## src/rtl/div_pkg.sv

```systemverilog
// Shared definitions for the multi-cycle divider: state codes and handshake levels.
package div_pkg;

    localparam int unsigned DivWidth = 32;

    typedef enum logic [1:0] {
        DivFree   = 2'b00,
        DivByZero = 2'b01,
        DivOn     = 2'b10,
        DivEnd    = 2'b11
    } div_state_e;

    localparam logic DivStart          = 1'b1;
    localparam logic DivStop           = 1'b0;
    localparam logic DivResultReady    = 1'b1;
    localparam logic DivResultNotReady = 1'b0;

endpackage

```

## src/rtl/div.sv

```systemverilog
// Radix-2 restoring divider owned by execute: one quotient bit per clock,
// signed/unsigned, divide-by-zero shortcut, annul on pipeline flush.
module div
    import div_pkg::*;
#(
    parameter int unsigned WIDTH = DivWidth
) (
    input  logic                 clk,
    input  logic                 rst,
    input  logic                 signed_div_i,
    input  logic [WIDTH-1:0]     opdata1_i,
    input  logic [WIDTH-1:0]     opdata2_i,
    input  logic                 start_i,
    input  logic                 annul_i,
    output logic [2*WIDTH-1:0]   result_o,
    output logic                 ready_o
);

    localparam int unsigned CntW = $clog2(WIDTH) + 1;

    div_state_e           state_q, state_d;
    logic [CntW-1:0]      cnt_q, cnt_d;
    logic [WIDTH-1:0]     rem_q, rem_d;
    logic [WIDTH-1:0]     quo_q, quo_d;
    logic [WIDTH-1:0]     divisor_q, divisor_d;
    logic                 sign_quo_q, sign_quo_d;
    logic                 sign_rem_q, sign_rem_d;
    logic [2*WIDTH-1:0]   result_q, result_d;
    logic                 ready_q, ready_d;

    logic [WIDTH-1:0]     op1_mag_c, op2_mag_c;
    logic [WIDTH:0]       trial_c;
    logic                 go_c;
    logic                 last_c;

    assign op1_mag_c = (signed_div_i && opdata1_i[WIDTH-1]) ? (~opdata1_i + WIDTH'(1)) : opdata1_i;
    assign op2_mag_c = (signed_div_i && opdata2_i[WIDTH-1]) ? (~opdata2_i + WIDTH'(1)) : opdata2_i;
    assign go_c      = (start_i == DivStart) && !annul_i;
    assign last_c    = (cnt_q == CntW'(WIDTH));

    // Shifted partial remainder minus divisor; bit WIDTH set means the trial went negative.
    assign trial_c = {rem_q, quo_q[WIDTH-1]} - {1'b0, divisor_q};

    // State register
    always_ff @(posedge clk) begin
        if (rst) begin
            state_q <= DivFree;
        end else begin
            state_q <= state_d;
        end
    end

    // Next-state logic; annul wins over iteration and completion
    always_comb begin
        state_d = state_q;
        case (state_q)
            DivFree: begin
                if (go_c) begin
                    state_d = (opdata2_i == '0) ? DivByZero : DivOn;
                end
            end
            DivByZero: state_d = DivEnd;
            DivOn: begin
                if (annul_i) begin
                    state_d = DivFree;
                end else if (last_c) begin
                    state_d = DivEnd;
                end
            end
            DivEnd: begin
                if (start_i == DivStop) begin
                    state_d = DivFree;
                end
            end
            default: state_d = DivFree;
        endcase
    end

    // Datapath and output next values
    always_comb begin
        cnt_d      = cnt_q;
        rem_d      = rem_q;
        quo_d      = quo_q;
        divisor_d  = divisor_q;
        sign_quo_d = sign_quo_q;
        sign_rem_d = sign_rem_q;
        result_d   = result_q;
        ready_d    = ready_q;
        case (state_q)
            DivFree: begin
                ready_d  = DivResultNotReady;
                result_d = '0;
                cnt_d    = '0;
                if (go_c && (opdata2_i != '0)) begin
                    rem_d      = '0;
                    quo_d      = op1_mag_c;
                    divisor_d  = op2_mag_c;
                    sign_quo_d = signed_div_i & (opdata1_i[WIDTH-1] ^ opdata2_i[WIDTH-1]);
                    sign_rem_d = signed_div_i & opdata1_i[WIDTH-1];
                end
            end
            DivByZero: begin
                result_d = '0;
                ready_d  = DivResultReady;
            end
            DivOn: begin
                if (annul_i) begin
                    cnt_d    = '0;
                    ready_d  = DivResultNotReady;
                    result_d = '0;
                end else if (!last_c) begin
                    if (!trial_c[WIDTH]) begin
                        rem_d = trial_c[WIDTH-1:0];
                        quo_d = {quo_q[WIDTH-2:0], 1'b1};
                    end else begin
                        rem_d = {rem_q[WIDTH-2:0], quo_q[WIDTH-1]};
                        quo_d = {quo_q[WIDTH-2:0], 1'b0};
                    end
                    cnt_d = cnt_q + CntW'(1);
                end else begin
                    result_d = {(sign_rem_q ? (~rem_q + WIDTH'(1)) : rem_q),
                                (sign_quo_q ? (~quo_q + WIDTH'(1)) : quo_q)};
                    ready_d  = DivResultReady;
                    cnt_d    = '0;
                end
            end
            DivEnd: begin
                if (start_i == DivStop) begin
                    ready_d  = DivResultNotReady;
                    result_d = '0;
                end
            end
            default: begin
                ready_d  = DivResultNotReady;
                result_d = '0;
            end
        endcase
    end

    always_ff @(posedge clk) begin
        if (rst) begin
            cnt_q      <= '0;
            rem_q      <= '0;
            quo_q      <= '0;
            divisor_q  <= '0;
            sign_quo_q <= 1'b0;
            sign_rem_q <= 1'b0;
            result_q   <= '0;
            ready_q    <= DivResultNotReady;
        end else begin
            cnt_q      <= cnt_d;
            rem_q      <= rem_d;
            quo_q      <= quo_d;
            divisor_q  <= divisor_d;
            sign_quo_q <= sign_quo_d;
            sign_rem_q <= sign_rem_d;
            result_q   <= result_d;
            ready_q    <= ready_d;
        end
    end

    assign result_o = result_q;
    assign ready_o  = ready_q;

endmodule

```

## config.mk

```make
export PLATFORM = sky130hd
export DESIGN_NAME = div
export DESIGN_NICKNAME = d
export VERILOG_FILES = /design/src/rtl/div_pkg.sv /design/src/rtl/div.sv
export SDC_FILE = /design/constraint.sdc
export NUM_CORES = 1
export LEC_CHECK = 0
export CORE_ASPECT_RATIO = 0.6
export CORE_UTILIZATION = 35
export CTS_BUF_LIST = sky130_fd_sc_hd__clkbuf_4
export CTS_CLUSTER_DIAMETER = 30
export DETAILED_ROUTE_END_ITERATION = 10
export HOLD_SLACK_MARGIN = 0.06
export PLACE_DENSITY = 0.59
export REMOVE_ABC_BUFFERS = 1
export SYNTH_ARGS = -nofsm -noshare
export SYNTH_HDL_FRONTEND = slang
export SYNTH_SLANG_ARGS = --single-unit
```

## constraint.sdc

```tcl
create_clock -name clk -period 3.7 [get_ports clk]
set_input_delay 0.37 -clock clk [delete_from_list [all_inputs] [get_ports clk]]
set_output_delay 0.37 -clock clk [all_outputs]
set_load 0.01 [all_outputs]
```

## After elaboration in Yosys (flattened, before gate mapping)

Cells that the tools add are included.

| storage, ports and cells | value |
|---|---|
| output and inout bits | 65 |
| input port bits | 69 |
| logic and storage cells | 77 |
| flip-flop bits (word level) | 171 |

| cells by class | value |
|---|---|
| add/sub/neg operators | 6 |
| bitwise logic cells | 7 |
| mux-type cells | 31 |
| reduce and logical (&&, ||, !) cells | 14 |
| equality and inequality tests | 10 |

Operators by type and width:

| cell | count |
|---|---|
| two-way mux 32 bit | 11 |
| two-way mux 64 bit | 3 |
| case mux 64 bit (3 select lines) | 1 |
| adder 32 x 1 -> 32 bit (second input constant) | 4 |
| NOT 32 bit | 4 |
| case mux 32 bit (2 select lines) | 2 |
| subtractor 33 x 32 -> 33 bit | 1 |
| zero test 32 bit | 1 |
| nonzero test 32 bit | 1 |
| two-way mux 6 bit | 2 |
| case mux 6 bit (2 select lines) | 1 |
| two-way mux 2 bit | 5 |
| inequality test 2 bit (second input constant) | 5 |
| case mux 2 bit (4 select lines) | 1 |
| adder 6 x 1 -> 6 bit (second input constant) | 1 |
| == test 6 bit (second input constant) | 1 |
| == test 2 bit (second input constant) | 2 |
| logical AND 1 bit | 4 |
| two-way mux 1 bit | 4 |
| case mux 1 bit (4 select lines) | 1 |
| AND reduction 2 bit | 2 |
| AND reduction 4 bit | 1 |
| inequality test 3 bit (second input constant) | 1 |
| AND reduction 3 bit | 1 |
| other kinds (7) | 8 |

## Longest topological paths before layout

Gate-level depths: netlist of the first run.

| logic depth | value |
|---|---|
| word-level depth | 6 |
| gate-level depth with buffers | 13 |
| gate-level depth less buffers | 11 |

## Worst setup path before layout of the first run

No wires, ideal clock.

| timing | value |
|---|---|
| path kind | reg2reg |
| start point | register rem_q[8] |
| end point | register rem_q[15] |
| slack | 743 ps |
| data required time | 3578 ps |
| arrival | 2835 ps |
| setup time | 122 ps |
| stages on the path, launching flop included | 12 |
| period minus slack after synthesis | 2957 ps |
| buffers on the path | 2 |
| cell sequence | dfxtp_1 ha_1 a2111oi_0 o21ai_0 a31o_2 o211ai_1 and2_1 o32a_1 clkbuf_1 nand2_1 clkbuf_1 a221o_1 |

| between the ends | value |
|---|---|
| cells in the longest elaborated chain, start to end | 5 |

RTL lines:

| element | RTL line | source |
|---|---|---|
| start, declared | div.sv:23 | `logic [WIDTH-1:0] rem_q, rem_d;` |
| start signal, assigned | div.sv:152 | `rem_q <= rem_d;` |
| subtractor 33 x 32 -> 33 bit | div.sv:42 | `assign trial_c = {rem_q, quo_q[WIDTH-1]} - {1'b0, divisor_q};` |
| two-way mux 32 bit | div.sv:112 | `if (!trial_c[WIDTH]) begin` |
| two-way mux 32 bit | div.sv:111 | `end else if (!last_c) begin` |
| two-way mux 32 bit | div.sv:107 | `if (annul_i) begin` |
| case mux 32 bit (2 select lines) | div.sv:89 | `case (state_q)` |

Every way passes these cells. The select of a mux whose other input is x is not followed.
A chain may end at the register's enable or synchronous reset.

## Final worst setup path of the first run

| timing | value |
|---|---|
| start point | register quo_q[31] |
| end point | register rem_q[15] |

| between the ends | value |
|---|---|
| cells in the longest elaborated chain, start to end | 5 |

RTL lines:

| element | RTL line | source |
|---|---|---|
| start, declared | div.sv:24 | `logic [WIDTH-1:0] quo_q, quo_d;` |
| start signal, assigned | div.sv:153 | `quo_q <= quo_d;` |
| subtractor 33 x 32 -> 33 bit | div.sv:42 |  |
| two-way mux 32 bit | div.sv:112 |  |
| two-way mux 32 bit | div.sv:111 |  |
| two-way mux 32 bit | div.sv:107 |  |
| case mux 32 bit (2 select lines) | div.sv:89 |  |

Every way passes these cells. The select of a mux whose other input is x is not followed.

==> impl_metrics.xml, run 1 <==
<?xml version="1.0" encoding="UTF-8"?>
<metrics>
  <group name="synth">
    <metric name="synth_cell_area" unit="sq mm">0.01104</metric>
    <metric name="netlist_instances" unit="">1443</metric>
    <metric name="synth_top_area_share" unit="%">31.01</metric>
    <metric name="synth_top_area_cell" unit="">sky130_fd_sc_hd__dfxtp_1</metric>
    <metric name="synthTopCellsByArea" unit="">sky130_fd_sc_hd__dfxtp_1 (31%), sky130_fd_sc_hd__xnor2_1 (7.9%), sky130_fd_sc_hd__nand2_1 (6.7%), sky130_fd_sc_hd__nor2_1 (5.2%), sky130_fd_sc_hd__ha_1 (4.8%)</metric>
    <metric name="synthesis.yosys.warnings" unit="">0</metric>
    <metric name="synth.distinct_cells" unit="">66</metric>
    <metric name="synth-async-reset-ratio" unit="%">0</metric>
    <metric name="synth_edf_count" unit="">0</metric>
    <metric name="postSynth.topFlopCell" unit="">sky130_fd_sc_hd__dfxtp_1</metric>
    <metric name="post_synth.cell_area_avg" unit="sq um">7.649</metric>
    <metric name="synth_commonest_cells" unit="">sky130_fd_sc_hd__nand2_1 (198), sky130_fd_sc_hd__dfxtp_1 (171), sky130_fd_sc_hd__nor2_1 (153)</metric>
    <metric name="synth-seq-area-share" unit="%">31.01</metric>
    <metric name="synth_most_common_cell" unit="">sky130_fd_sc_hd__nand2_1</metric>
    <metric name="synth.ff_latch_count" unit="">171</metric>
  </group>
  <group name="worst_hold_path">
    <metric name="min_to" unit="">result_o[50]</metric>
    <metric name="worstHoldPathCells" unit="">2</metric>
    <metric name="hold_class" unit="">in2reg</metric>
    <metric name="worstHoldStart" unit="">rst</metric>
  </group>
  <group name="final_layout">
    <metric name="stdcell_count" unit="">1980</metric>
    <metric name="postLayoutCoreUtil" unit="%">43.80</metric>
    <metric name="multi_input_comb_area" unit="sq mm">0.007102</metric>
    <metric name="area.growth.synth_to_final" unit="%">20.90</metric>
    <metric name="num_antenna_cells" unit="">0</metric>
    <metric name="regArea" unit="sq mm">0.003423</metric>
    <metric name="final_layout_size_suffix_gt1_share" unit="%">6.489</metric>
    <metric name="postLayoutCellArea" unit="sq mm">0.01335</metric>
    <metric name="final_net_count" unit="">1672</metric>
    <metric name="filler_cell_count" unit="">3054</metric>
  </group>
  <group name="global_routing">
    <metric name="grt_use_met1" unit="%">34.69</metric>
    <metric name="grt_start_max_net_pins" unit="">70</metric>
    <metric name="groute.usage.overall" unit="%">21.73</metric>
    <metric name="grt_pass1_wl" unit="mm">55.57</metric>
    <metric name="grt.busiest_layer" unit="">met1</metric>
    <metric name="globalRoute.totalOverflow" unit="">0</metric>
    <metric name="grt.met3_usage" unit="%">4.877</metric>
    <metric name="vias_in_the_first_global_route" unit="">9784</metric>
    <metric name="grt_util_met2" unit="%">28.30</metric>
    <metric name="grt_antenna_before_repair" unit="">1</metric>
  </group>
  <group name="clocking">
    <metric name="cells_resized_by_post_cts_repair" unit="">0</metric>
    <metric name="worstSkewPairLatency" unit="ns">0.65</metric>
    <metric name="clk_root_buffer_cell" unit="">sky130_fd_sc_hd__clkbuf_4</metric>
    <metric name="clock_sink_count" unit="">171</metric>
    <metric name="cts-htree-levels" unit="">4</metric>
    <metric name="cts_hold_repair_buffers" unit="">0</metric>
    <metric name="cts_post_setup_buffers_inserted" unit="">0</metric>
    <metric name="cts_tree" unit="">built</metric>
    <metric name="cts_inserted_buffers" unit="">17</metric>
    <metric name="clock_pin_slew_reported_for_the_worst_setup_and_hold_paths_after_clock_tree_synthesis" unit="ns">0.16</metric>
    <metric name="clock_path_buffers" unit="">2</metric>
  </group>
  <group name="placement">
    <metric name="dpl_cell_area" unit="sq mm">0.01305</metric>
    <metric name="gpl.final_weighted_congestion" unit="">0.9431</metric>
    <metric name="post-place-ws" unit="ns">0.1544</metric>
    <metric name="place_inst" unit="">1949</metric>
    <metric name="io_buffers" unit="">133</metric>
    <metric name="place_hpwl" unit="mm">26.06</metric>
  </group>
  <group name="setup_path">
    <metric name="rrSetupSlack" unit="ns">0.24</metric>
    <metric name="regToRegStartpoint" unit="">quo_q[31]</metric>
    <metric name="crit_arrival" unit="ns">4.02</metric>
    <metric name="timing.reg2reg.worst_path_depth" unit="">13</metric>
    <metric name="critPathBufInv" unit="">3</metric>
    <metric name="cp_top_family" unit="">compound AO/OA/AOI/OAI gates</metric>
    <metric name="slowest_stage" unit="">sky130_fd_sc_hd__fa_1</metric>
    <metric name="crit_path_cells" unit="">inv_1 &gt; ha_1 &gt; fa_1 &gt; nor2b_1 &gt; o31a_1 &gt; o311a_1 &gt; o211ai_1 &gt; buf_4 &gt; and2_1 &gt; o32ai_2 &gt; buf_12 &gt; nor4_1 &gt; a221o_1</metric>
    <metric name="worstSetupEndpointType" unit="">flop</metric>
    <metric name="critical-path-max-stage-delay" unit="ns">0.43</metric>
    <metric name="crit-reg2reg-capture" unit="">rem_q[15]</metric>
    <metric name="crit_fanout" unit="">18</metric>
    <metric name="startpoint_types" unit="">flop</metric>
    <metric name="path_class" unit="">reg2reg</metric>
    <metric name="required" unit="ns">4.25</metric>
  </group>
  <group name="sta">
    <metric name="rsz_0062_raised_after_global_routing" unit="">no</metric>
    <metric name="postLayoutSetupSlackWorst" unit="ns">0.2388</metric>
    <metric name="layout_min_cycle_time" unit="ns">3.461</metric>
    <metric name="maximum_clock_rate" unit="MHz">288.9</metric>
    <metric name="finClkSkew" unit="ns">0.02547</metric>
    <metric name="worstMarginPinSlew" unit="ns">1.174</metric>
    <metric name="max-slew-margin-rel" unit="%">21.60</metric>
    <metric name="fin_tns_setup" unit="ns">0</metric>
    <metric name="finalSetupViolCount" unit="">0</metric>
    <metric name="hold_viol_final" unit="">0</metric>
    <metric name="final.period_utilization" unit="%">93.55</metric>
    <metric name="final-max-slew-violation-count" unit="">0</metric>
  </group>
  <group name="floorplan">
    <metric name="die_width" unit="um">231.3</metric>
    <metric name="die-height" unit="um">139.6</metric>
    <metric name="initial_cell_density_of_the_core" unit="%">36.23</metric>
    <metric name="row_count" unit="">49</metric>
    <metric name="core-area" unit="sq mm">0.03047</metric>
    <metric name="floorplan.die_area" unit="sq mm">0.03228</metric>
    <metric name="i_o_pin_cnt" unit="">134</metric>
  </group>
  <group name="routing">
    <metric name="post_drt_wl_per_cell" unit="um">17.57</metric>
    <metric name="drt_iter0_markers" unit="">1042</metric>
    <metric name="drt_pass_1_iters" unit="">5</metric>
    <metric name="vias_per_instance" unit="">5.506</metric>
    <metric name="drc" unit="">0</metric>
    <metric name="num_vias" unit="">10900</metric>
    <metric name="antenna_left" unit="">0</metric>
    <metric name="route.final.wire_length" unit="mm">34.78</metric>
  </group>
  <group name="pwr">
    <metric name="pwr_density_cell" unit="mW/mm^2">438.1</metric>
    <metric name="p_leak" unit="nW">4.884</metric>
    <metric name="peakVddDrop" unit="uV">204.6</metric>
  </group>
  <group name="run_status">
    <metric name="run_status" unit="">finished clean</metric>
  </group>
  <group name="flow_run">
    <metric name="max_cap_violations" unit="">0</metric>
  </group>
</metrics>
metrics by stage:
stage          hold WS [ns]  power, W
3_5_place_dp         0.4512  0.004632
2_1_floorplan        0.4258  0.003725
6_report             0.2894  0.005846
3_3_place_gp         0.4430  0.004624
4_1_cts              0.2504  0.005840
5_1_grt              0.2772  0.006240
layout make-up:
type / instances / area share (%)
well taps: 408 / 3.825
multi-input cells: 1130 / 53.22
flip-flops and latches: 171 / 25.65
clock inverters: 14 / 1.294
repair buffers: 184 / 13.48
inverters: 56 / 1.575
clock buffers: 17 / 0.9563
worst max-delay path by stage:
| stage | to | from | slack [ns] | cells past startpoint |
|---|---|---|---|---|
| floorplan | result_o[10] | state_q[0] | -0.95 | 8 |
| global placement | quo_q[24] | opdata2_i[6] | 0.23 | 11 |
| detailed placement | quo_q[0] | opdata2_i[6] | 0.15 | 10 |
| CTS | rem_q[15] | quo_q[31] | 0.32 | 13 |
| global route | rem_q[3] | divisor_q[9] | 0.05 | 12 |
| finish | rem_q[15] | quo_q[31] | 0.24 | 13 |
cells in the final DEF (no fill, tap or decap), types with 19 or more instances in the layout:
cell type and count:
sky130_fd_sc_hd__clkdlybuf4s50_1 132, sky130_fd_sc_hd__nor2_1 152, sky130_fd_sc_hd__ha_1 41, sky130_fd_sc_hd__o211ai_1 34
sky130_fd_sc_hd__inv_1 56, sky130_fd_sc_hd__a211oi_1 38, sky130_fd_sc_hd__o21ai_0 70, sky130_fd_sc_hd__a22oi_1 42
sky130_fd_sc_hd__nand3_1 30, sky130_fd_sc_hd__nor3_1 22, sky130_fd_sc_hd__buf_4 45, sky130_fd_sc_hd__xor2_1 44
sky130_fd_sc_hd__xnor2_1 99, sky130_fd_sc_hd__o31ai_1 24, sky130_fd_sc_hd__o41ai_1 19, sky130_fd_sc_hd__a21oi_1 101
sky130_fd_sc_hd__nand2_1 197, sky130_fd_sc_hd__dfxtp_1 171
report_power, final:
group | switching [W] | total, W | internal, W
clock | 0.000736 | 0.00120 | 0.000466
sequential | 0.000182 | 0.00219 | 0.00200
combinational | 0.00155 | 0.00246 | 0.000912
sequential cells by signal (all words and copies together), names as in the netlist:
register,flops
cnt_q,6
divisor_q,32
quo_q,32
ready_o,1
rem_q,32
result_o,64
sign_quo_q,1
sign_rem_q,1
state_q,2
worst reg2reg max path: stages (launching register included):
cell and delay (ns):
sky130_fd_sc_hd__dfxtp_1 0.42, sky130_fd_sc_hd__inv_1 0.10, sky130_fd_sc_hd__ha_1 0.24, sky130_fd_sc_hd__fa_1 0.43
sky130_fd_sc_hd__nor2b_1 0.20, sky130_fd_sc_hd__o31a_1 0.23, sky130_fd_sc_hd__o311a_1 0.28, sky130_fd_sc_hd__o211ai_1 0.14
sky130_fd_sc_hd__buf_4 0.18, sky130_fd_sc_hd__and2_1 0.18, sky130_fd_sc_hd__o32ai_2 0.41, sky130_fd_sc_hd__buf_12 0.24
sky130_fd_sc_hd__nor4_1 0.07, sky130_fd_sc_hd__a221o_1 0.25
cells by family (layout without fill, tap and decap cells):
logic type                 after synthesis  after routing  share of synthesized area (%)
AOI/OAI and AO/OA                      423            423                          25.91
DFF                                    171            171                          31.01
muxes                                    8              8                         0.7255
and+or+nand+nor                        513            513                          21.19
buffers and inverters                  142            271                          4.874
adders and majority gates               43             43                          4.942
xor gates and xnor gates               143            143                          11.35
layer usage:
metal	part of all wire, %	routed length [um]	vias to the layer above
met2	38	13110	360
met4	1.5	529	2
li1	-	-	5432
met1	53	18450	5071
met3	7.7	2678	37
met5	0.037	13	-
No activity file was read; power rests on OpenSTA's default activity.
==> run 2: changes to the inputs <==
Settings changed: SLEW_MARGIN set to 20.
Clock period 3.7 ns to 4.22 ns, I/O delays scaled along.
==> run 2 against run 1 <==
Net effect:
- combinational power shrank 15%
- fmax shrank 5.3%
- die area is the same
- clock skew shrank 0.00055 ns
- first-iteration DRC count grew 3.3%
- total power shrank 14%
- clock power shrank 17%
- final cell count shrank 0.96%
- global-route usage shrank 0.62 points
- worst setup slack gained 0.33 ns
- critical path type unchanged
- largest cell class unchanged
==> impl_metrics.xml, run 2 (synthesis gave the netlist of run 1 again) <==
<?xml version="1.0" encoding="UTF-8"?>
<metrics>
  <group name="final_layout">
    <metric name="filler_cell_count" unit="">3060</metric>
    <metric name="multi_input_comb_area" unit="sq mm">0.007102</metric>
    <metric name="final_layout_size_suffix_gt1_share" unit="%">5.280</metric>
    <metric name="num_antenna_cells" unit="">0</metric>
    <metric name="regArea" unit="sq mm">0.003425</metric>
    <metric name="most-common-layout-cells" unit="">sky130_fd_sc_hd__nand2_1 (197), sky130_fd_sc_hd__dfxtp_1 (170), sky130_fd_sc_hd__nor2_1 (152)</metric>
    <metric name="stdcell_count" unit="">1961</metric>
    <metric name="layout_commonest_cell" unit="">sky130_fd_sc_hd__nand2_1</metric>
    <metric name="final_net_count" unit="">1652</metric>
    <metric name="largest_register_ffs" unit="">64</metric>
    <metric name="area.growth.synth_to_final" unit="%">19.10</metric>
  </group>
  <group name="global_routing">
    <metric name="grt_pass1_wl" unit="mm">54.21</metric>
    <metric name="groute.usage.overall" unit="%">21.11</metric>
    <metric name="grt_antenna_before_repair" unit="">2</metric>
    <metric name="vias_in_the_first_global_route" unit="">9644</metric>
    <metric name="grt_start_max_net_pins" unit="">76</metric>
    <metric name="globalRoute.totalOverflow" unit="">0</metric>
  </group>
  <group name="pwr">
    <metric name="peakVddDrop" unit="uV">231.6</metric>
    <metric name="pwr_density_cell" unit="mW/mm^2">380.8</metric>
    <metric name="p_total" unit="W">0.005007</metric>
    <metric name="p_leak" unit="nW">4.771</metric>
  </group>
  <group name="clocking">
    <metric name="clock_pin_slew_reported_for_the_worst_setup_and_hold_paths_after_clock_tree_synthesis" unit="ns">0.15</metric>
    <metric name="cts_hold_repair_buffers" unit="">0</metric>
    <metric name="cts_tree" unit="">built</metric>
    <metric name="worstSkewPairLatency" unit="ns">0.65</metric>
    <metric name="clk_root_buffer_cell" unit="">sky130_fd_sc_hd__clkbuf_4</metric>
    <metric name="clock_path_buffers" unit="">2</metric>
    <metric name="cts_inserted_buffers" unit="">17</metric>
    <metric name="clock_sink_count" unit="">171</metric>
    <metric name="cts-htree-levels" unit="">4</metric>
    <metric name="cells_resized_by_post_cts_repair" unit="">0</metric>
    <metric name="cts_post_setup_buffers_inserted" unit="">0</metric>
  </group>
  <group name="worst_hold_path">
    <metric name="hold_class" unit="">in2reg</metric>
  </group>
  <group name="sta">
    <metric name="final-max-slew-violation-count" unit="">0</metric>
    <metric name="maximum_clock_rate" unit="MHz">273.6</metric>
    <metric name="finClkSkew" unit="ns">0.02492</metric>
    <metric name="final.period_utilization" unit="%">86.62</metric>
    <metric name="rsz_0062_raised_after_global_routing" unit="">no</metric>
    <metric name="max-slew-margin-rel" unit="%">37.05</metric>
    <metric name="layout_min_cycle_time" unit="ns">3.655</metric>
    <metric name="finalSetupViolCount" unit="">0</metric>
    <metric name="hold_viol_final" unit="">0</metric>
    <metric name="worstMarginPinSlew" unit="ns">0.9357</metric>
  </group>
  <group name="routing">
    <metric name="route.final.wire_length" unit="mm">34.19</metric>
    <metric name="vias_per_instance" unit="">5.510</metric>
    <metric name="num_vias" unit="">10810</metric>
    <metric name="drt_pass_1_iters" unit="">5</metric>
    <metric name="drt_iter0_markers" unit="">1076</metric>
    <metric name="drc" unit="">0</metric>
    <metric name="antenna_left" unit="">0</metric>
    <metric name="post_drt_wl_per_cell" unit="um">17.44</metric>
  </group>
  <group name="placement">
    <metric name="place_inst" unit="">1929</metric>
    <metric name="place_hpwl" unit="mm">25.63</metric>
    <metric name="io_buffers" unit="">133</metric>
    <metric name="gpl.final_weighted_congestion" unit="">0.9049</metric>
  </group>
  <group name="setup_path">
    <metric name="crit_fanout" unit="">20</metric>
    <metric name="timing.critical_path.mode_cell" unit="">sky130_fd_sc_hd__nand2_1</metric>
    <metric name="critical-path-max-stage-delay" unit="ns">0.47</metric>
    <metric name="crit_arrival" unit="ns">4.19</metric>
    <metric name="slowest_stage" unit="">sky130_fd_sc_hd__o21a_1</metric>
    <metric name="worstSetupEndpointType" unit="">flop</metric>
    <metric name="required" unit="ns">4.76</metric>
    <metric name="crit_path_cells" unit="">inv_1 &gt; ha_1 &gt; fa_1 &gt; nor2b_1 &gt; o31a_1 &gt; o311a_1 &gt; o211ai_1 &gt; nand2_1 &gt; o21a_1 &gt; nand2_1 &gt; buf_4 &gt; o311ai_0</metric>
    <metric name="path_class" unit="">reg2reg</metric>
    <metric name="startpoint_types" unit="">flop</metric>
  </group>
  <group name="floorplan">
    <metric name="i_o_pin_cnt" unit="">134</metric>
    <metric name="initial_cell_density_of_the_core" unit="%">36.23</metric>
    <metric name="row_count" unit="">49</metric>
    <metric name="floorplan.die_area" unit="sq mm">0.03228</metric>
    <metric name="core-area" unit="sq mm">0.03047</metric>
    <metric name="die_width" unit="um">231.3</metric>
    <metric name="die-height" unit="um">139.6</metric>
  </group>
  <group name="flow_run">
    <metric name="max_cap_violations" unit="">0</metric>
  </group>
  <group name="run_status">
    <metric name="run_status" unit="">finished clean</metric>
  </group>
</metrics>
-- run 2: final cells by class --
class,instances,area share [%]
Clock inverter,15,1.123
Sequential cell,171,26.05
Tap cell,408,3.883
Timing Repair Buffer,164,12.35
Inverter,56,1.599
Multi-Input combinational cell,1130,54.02
Clock buffer,17,0.9708
-- run 2: path summary, 6_finish.rpt --
path	startpoint	to	slack [ns]	cells after the start
setup reg to reg	quo_q[31]	rem_q[24]	0.56	12
hold reg to reg	divisor_q[31]	divisor_q[31]	0.47	2
hold / removal	rst	result_o[52]	0.30	2
setup / recovery	quo_q[31]	rem_q[24]	0.56	12
-- run 2: critical path, delay by kind of cell (launching register included) --
kind / cells / cell delay, ns
and+or+nand+nor: 3 / 0.54
buffers and inverters: 2 / 0.35
AOI/OAI and AO/OA: 5 / 1.56
adders and majority gates: 2 / 0.65
DFF: 1 / 0.42
-- run 2: where the power goes --
part           internal (W)  switching [W]  total, W
logic              0.000761        0.00134   0.00210
clock network      0.000349       0.000644  0.000993
registers           0.00176       0.000155   0.00191
total               0.00287        0.00214   0.00501
-- run 2: metrics by stage --
step | setup TNS (ns) | setup WS [ns] | hold slack [ns] | util (%) | instance area, sq um
after floorplan | -18.66 | -0.4347 | 0.4258 | - | 10710
after global placement | 0 | 0.4528 | 0.4417 | 42.24 | 12870
after detailed placement | 0 | 0.4036 | 0.4506 | 42.24 | 12870
after CTS | 0 | 0.6585 | 0.2652 | 43.14 | 13150
after global routing | 0 | 0.3247 | 0.2986 | 43.14 | 13150
final | 0 | 0.5648 | 0.2998 | 43.14 | 13150
-- run 2: layer usage --
metal,vias up,routed length (um),GRT usage (%)
met1,5064,18370,33.41
met3,39,2270,4.918
met5,-,25,0
li1,5383,-,-
met2,316,13020,27.66
met4,4,512,5.124
